`src/rtl/output_row_sequencer.sv`:
```
// Streams the N_SIZE rows of a result matrix downstream one at a time after a start pulse.
// Define OUT_BACKPRESSURE_EN to honour out_ready; otherwise every streaming cycle is a transfer.
module output_row_sequencer #(
  parameter int N_SIZE = 5
) (
  input  logic                      clk,
  input  logic                      rst,
  input  logic                      start_in,
  input  logic                      out_ready,
  output logic [$clog2(N_SIZE)-1:0] sel,
  output logic                      valid_out,
  output logic                      last_out,
  output logic                      done,
  output logic                      busy,
  output logic                      overrun
);

  localparam int SEL_W = $clog2(N_SIZE);
  localparam logic [SEL_W-1:0] LAST_SEL = SEL_W'(N_SIZE - 1);
  localparam logic [SEL_W-1:0] SEL_ONE  = SEL_W'(1);

  typedef enum logic [1:0] {
    IDLE   = 2'd0,
    STREAM = 2'd1,
    DONE   = 2'd2
  } state_t;

  state_t           state_q, state_d;
  logic [SEL_W-1:0] sel_q, sel_d;
  logic             valid_q, valid_d;
  logic             last_q, last_d;
  logic             done_q, done_d;
  logic             busy_q, busy_d;
  logic             overrun_q, overrun_d;
  logic             xfer;
  logic             at_last;

`ifdef OUT_BACKPRESSURE_EN
  assign xfer = valid_q & out_ready;
`else
  // out_ready stays on the port for drop-in compatibility but has no effect here.
  logic unused_ready;
  assign unused_ready = out_ready;
  assign xfer = valid_q;
`endif

  assign at_last = (sel_q == LAST_SEL);

  always_ff @(posedge clk or posedge rst) begin
    if (rst) begin
      state_q   <= IDLE;
      sel_q     <= '0;
      valid_q   <= 1'b0;
      last_q    <= 1'b0;
      done_q    <= 1'b0;
      busy_q    <= 1'b0;
      overrun_q <= 1'b0;
    end else begin
      state_q   <= state_d;
      sel_q     <= sel_d;
      valid_q   <= valid_d;
      last_q    <= last_d;
      done_q    <= done_d;
      busy_q    <= busy_d;
      overrun_q <= overrun_d;
    end
  end

  always_comb begin
    state_d = state_q;
    case (state_q)
      IDLE:    if (start_in) state_d = STREAM;
      STREAM:  if (xfer && at_last) state_d = DONE;
      DONE:    state_d = IDLE;
      default: state_d = IDLE;
    endcase
  end

  // Computes next values of the registered outputs; a start outside IDLE only latches the error.
  always_comb begin
    sel_d     = sel_q;
    valid_d   = valid_q;
    done_d    = 1'b0;
    busy_d    = (state_d != IDLE);
    overrun_d = overrun_q | (start_in && (state_q != IDLE));
    case (state_q)
      IDLE: begin
        sel_d   = '0;
        valid_d = start_in;
      end
      STREAM: begin
        if (xfer) begin
          if (at_last) begin
            sel_d   = '0;
            valid_d = 1'b0;
            done_d  = 1'b1;
          end else begin
            sel_d = sel_q + SEL_ONE;
          end
        end
      end
      default: begin
        sel_d   = '0;
        valid_d = 1'b0;
      end
    endcase
    last_d = valid_d && (sel_d == LAST_SEL);
  end

  assign sel       = sel_q;
  assign valid_out = valid_q;
  assign last_out  = last_q;
  assign done      = done_q;
  assign busy      = busy_q;
  assign overrun   = overrun_q;

endmodule
```
`config.mk`:
```
export PLATFORM = sky130hd
export DESIGN_NAME = output_row_sequencer
export DESIGN_NICKNAME = d
export VERILOG_FILES = /design/src/rtl/output_row_sequencer.sv
export SDC_FILE = /design/constraint.sdc
export NUM_CORES = 1
export LEC_CHECK = 0
export CAP_MARGIN = 20
export CORE_UTILIZATION = 35
export DETAILED_ROUTE_END_ITERATION = 6
export GPL_TIMING_DRIVEN = 1
export PLACE_DENSITY_LB_ADDON = 0.05
export SLEW_MARGIN = 10
export SYNTH_ARGS = -nofsm -noshare
export SYNTH_HDL_FRONTEND = slang
export SYNTH_SLANG_ARGS = --single-unit
```
`constraint.sdc`:
```
create_clock -name clk -period 2.59 [get_ports clk]
set_input_delay 0.3885 -clock clk [delete_from_list [all_inputs] [get_ports clk]]
set_output_delay 0.3885 -clock clk [all_outputs]
set_load 0.02 [all_outputs]
```
# After elaboration in Yosys (flattened, before gate mapping)
# Index checks and enable logic that the tools add are counted.
# classes
add_sub_neg,1
eq_ne,3
muxes,12
n_bitwise,1
n_reduce_logical,6
# op_table
cell,count
two-way mux 3 bit,3
equality test 3 bit (second input constant),2
two-way mux 1 bit,5
two-way mux 2 bit,2
one-hot mux 2 bit (2 select lines),1
nonzero test 2 bit,2
adder 3 x 1 -> 3 bit (second input constant),1
logical AND 1 bit,3
equality test 2 x 1 -> 1 bit (second input constant),1
zero test 2 bit,1
one-hot mux 1 bit (2 select lines),1
OR 1 bit,1
# word_totals
regBits,10
inputBits,4
out_inout_bits,8
elab_cells,30

# Logic depth before layout (Yosys ltp)
# depth
depth_word,6
ltp_mapped,5
depth_no_buf,5

# Worst setup path after synthesis
# Ideal clock, no wire load.
# synth_path
path_kind,reg2reg
start,"register sel_q[0], in the netlist sel[0]"
end,"register last_q, in the netlist last_out"
setup_time_ns,0.095
arrival_ns,1.355
required_ns,2.495
slack_ns,1.140
path_stages_with_launch,6
path_buffers,0
path_cell_list,dfrtp_1 -> inv_1 -> ha_1 -> mux2i_1 -> o221ai_1 -> nor4b_2
# synth_via
elab_chain_cells,6
# synth_lines
element,line,text
start: declaration,29,"logic [SEL_W-1:0] sel_q, sel_d;"
start signal: assignment,60,sel_q <= sel_d;
adder 3 x 1 -> 3 bit or equality test 3 bit (tied branches),"98, 47",
two-way mux 3 bit,93,if (at_last) begin
two-way mux 3 bit,92,if (xfer) begin
two-way mux 3 bit,86,case (state_q)
equality test 3 bit,107,last_d = valid_d && (sel_d == LAST_SEL);
logical AND 1 bit *,107,
named net last_d,31,"logic last_q, last_d;"
end signal: assignment,62,last_q <= last_d;
end: declaration,31,
# Mark *: on every way through the listed nets, which the timed path passes. The rest lies on a longest branch.

# Worst setup path after layout
# layout_path
start,"register valid_q, in the netlist valid_out"
end,output valid_out
# layout_lines
element,line,text
start: declaration,30,"logic valid_q, valid_d;"
start signal: assignment,61,valid_q <= valid_d;
end: declaration,11,"output logic valid_out,"
# No word-level cell between the ends.

==> metrics.yaml <==
status:
  status: "complete, no violations"
die:
  boundaryPins: 12
  initial_core_util_pct: 39.9
  core_area_um2: 1190
  rows: 12
  die_height_um: 38.8
  die_w_um: 38.8
  die_area_um2: 1500
placement:
  place.gp.congestion: 0.773
  place_area_um2: 579
  io_buffers: 10
clocking:
  cts.sinks: 10
  postCtsSetupBuffers: 0
  cts_made_buffers: 3
  cts_tree: "yes"
  clock_latency_ns: 0.26
  cts.clk_slew.worst_paths_ns: 0.06
  cts_root_buf: "clkbuf_4"
  cts_resized: 0
  cts_max_path_buffers: 2
  postCtsHoldBufs: 0
  htreeDepth: 1
synth:
  ys_seq_area_share_pct: 52.9
  syn_nets: 49
  ys_types: 21
  ys_ff_latch: 10
  synth_edf_count: 0
  synthCells: 43
  syn_avg_cell_area_um2: 11.0
  ys.flop_type: "dfrtp_1"
  synth-warning-count: 0
  async_reset_ff_share_pct: 100
  synth_area_um2: 473
routing:
  vias_per_cell: 5.09
  wl_met1_um: 379
  met3_length_um: 46
  final_antenna_net_count: 0
  avgRoutedWirePerCell_um: 12.4
  via_count: 351
  drc_errors: 0
  drt_pass1_iterations: 2
  dr.max_layer_used: "met4"
  wl_met2_um: 418
  drt_iter0_drc: 2
  finalWirelength_um: 854
sta:
  finalClockSkew_ns: 0.00151
  fin_crit_sh_pct: 70.0
  holdWs_ns: 0.410
  rsz0062_at_grt: "no"
  slew_headroom_pct: 74.0
  period_needed_ns: 1.81
  setup_tns_ns: 0
  hold_viol: 0
  drv_slew: 0
  setup_viol: 0
  max_freq_ghz: 0.552
  worstMarginPinSlew_ns: 0.390
pwr:
  powerDensity_nw_per_um2: 976
  power.leakage_nw: 0.279
  power_w: 0.000587
  vdd_drop_max_mv: 0.477
grt:
  track_usage_pct: 15.9
  antenna_found_initial: 0
  grt_pass1_wl_mm: 1.50
  grt_overflow: 0
  grt_max_degree: 11
  grt_pass1_vias: 342
hold_path:
  hold_path_class: "in -> async"
final_layout:
  antenna_cells: 0
  most-common-layout-cells: "10 x dfrtp_1, 10 x clkdlybuf4s50_1, 6 x nor2_1"
  post-route-cell-area_um2: 602
  drive_gt1_share_pct: 10.9
  finish.utilization_pct: 50.7
  fin_nets: 63
  areaGrowthSynthToFinish_pct: 27.2
critical_path:
  path_class: "reg -> out"
  path_cells: "clkdlybuf4s50_1"
  arrival_ns: 1.42
  r2r-end: "last_out"
  reg2regPathDepth: 5
  reg2reg_slack_ns: 1.13
  slowest_stage: "clkdlybuf4s50_1"
  required_ns: 2.20
  r2r-start: "sel[0]"
  worstSetupEndpointType: "output pin"
  cp_slowest_stage_delay_ns: 0.66
  critPathBufInv: 1
  start_kind: "flip-flop"
  cp_top_family: "buffers and inverters"
  worstPathMaxFanout: 9
job:
  cap_violations: 0
[registers in the layout, summed over array words and instances (netlist names)]
signal / flops
state_q: 2
valid_out: 1
overrun: 1
done: 1
last_out: 1
busy: 1
sel: 3
[how the worst max path moves through the flow]
stage / from / endpoint / slack, ns / cells after the start
floorplan: sel[0] / last_out / 1.14 / 5
global placement: valid_out / valid_out / 1.09 / 1
detailed placement: valid_out / valid_out / 1.06 / 1
CTS: valid_out / valid_out / 0.77 / 1
global route: valid_out / valid_out / 0.70 / 1
finish: valid_out / valid_out / 0.78 / 1
[cell usage after synthesis, drive strengths merged, types with 2 or more instances]
cell	instances	area [um^2]
dfrtp	10	250
nor2	6	22.5
inv	5	18.8
and2b	2	15.0
ha	2	25.0
nand3	2	10.0
o21ai	2	10.0
or2b	2	16.3
[worst reg2reg max path, delay by kind of cell, from the launching register on]
| family | cells | cell delay (ns) |
|---|---|---|
| compound gates | 1 | 0.17 |
| fa+ha+maj | 1 | 0.30 |
| buf+inv | 1 | 0.08 |
| flops | 1 | 0.41 |
| mux | 1 | 0.20 |
| simple gates | 1 | 0.22 |
[area by class of cell]
class / count / area (um^2)
Fill cell: 105 / 584
Sequential cell: 10 / 250
Multi-Input combinational cell: 27 / 193
Timing Repair Buffer: 10 / 100
Clock buffer: 3 / 22.5
Inverter: 5 / 18.8
Tap cell: 14 / 17.5
[power by group]
| group | internal [W] | switching [W] | leakage [nW] |
|---|---|---|---|
| registers | 0.000191 | 0.0000454 | 0.120 |
| clock network | 0.0000534 | 0.0000472 | 0.0138 |
| logic | 0.000125 | 0.000126 | 0.145 |
| total | 0.000369 | 0.000218 | 0.279 |
[per-layer routing]
layer	vias to the layer above	track usage (%)
met5	-	0
met4	0	10.3
met3	2	5.20
met2	11	25.4
met1	166	17.8
li1	172	-
[stage by stage]
step | std cells | worst slack (ns)
2_1_floorplan | 43 | 1.14
3_3_place_gp | 66 | 1.09
3_5_place_dp | 66 | 1.06
4_1_cts | 69 | 0.772
5_1_grt | 69 | 0.696
6_report | 69 | 0.778
[logic make-up (layout without fill, tap and decap cells)]
logic type	after synthesis	after routing	synth area share, %
adders and majority gates	2	2	5.29
buffers and inverters	6	18	6.35
muxes	1	1	2.12
AOI/OAI and AO/OA	8	8	11.9
DFF	10	10	52.9
and+or+nand+nor	16	16	21.4
Note: power is estimated with default switching activity, not from simulation.
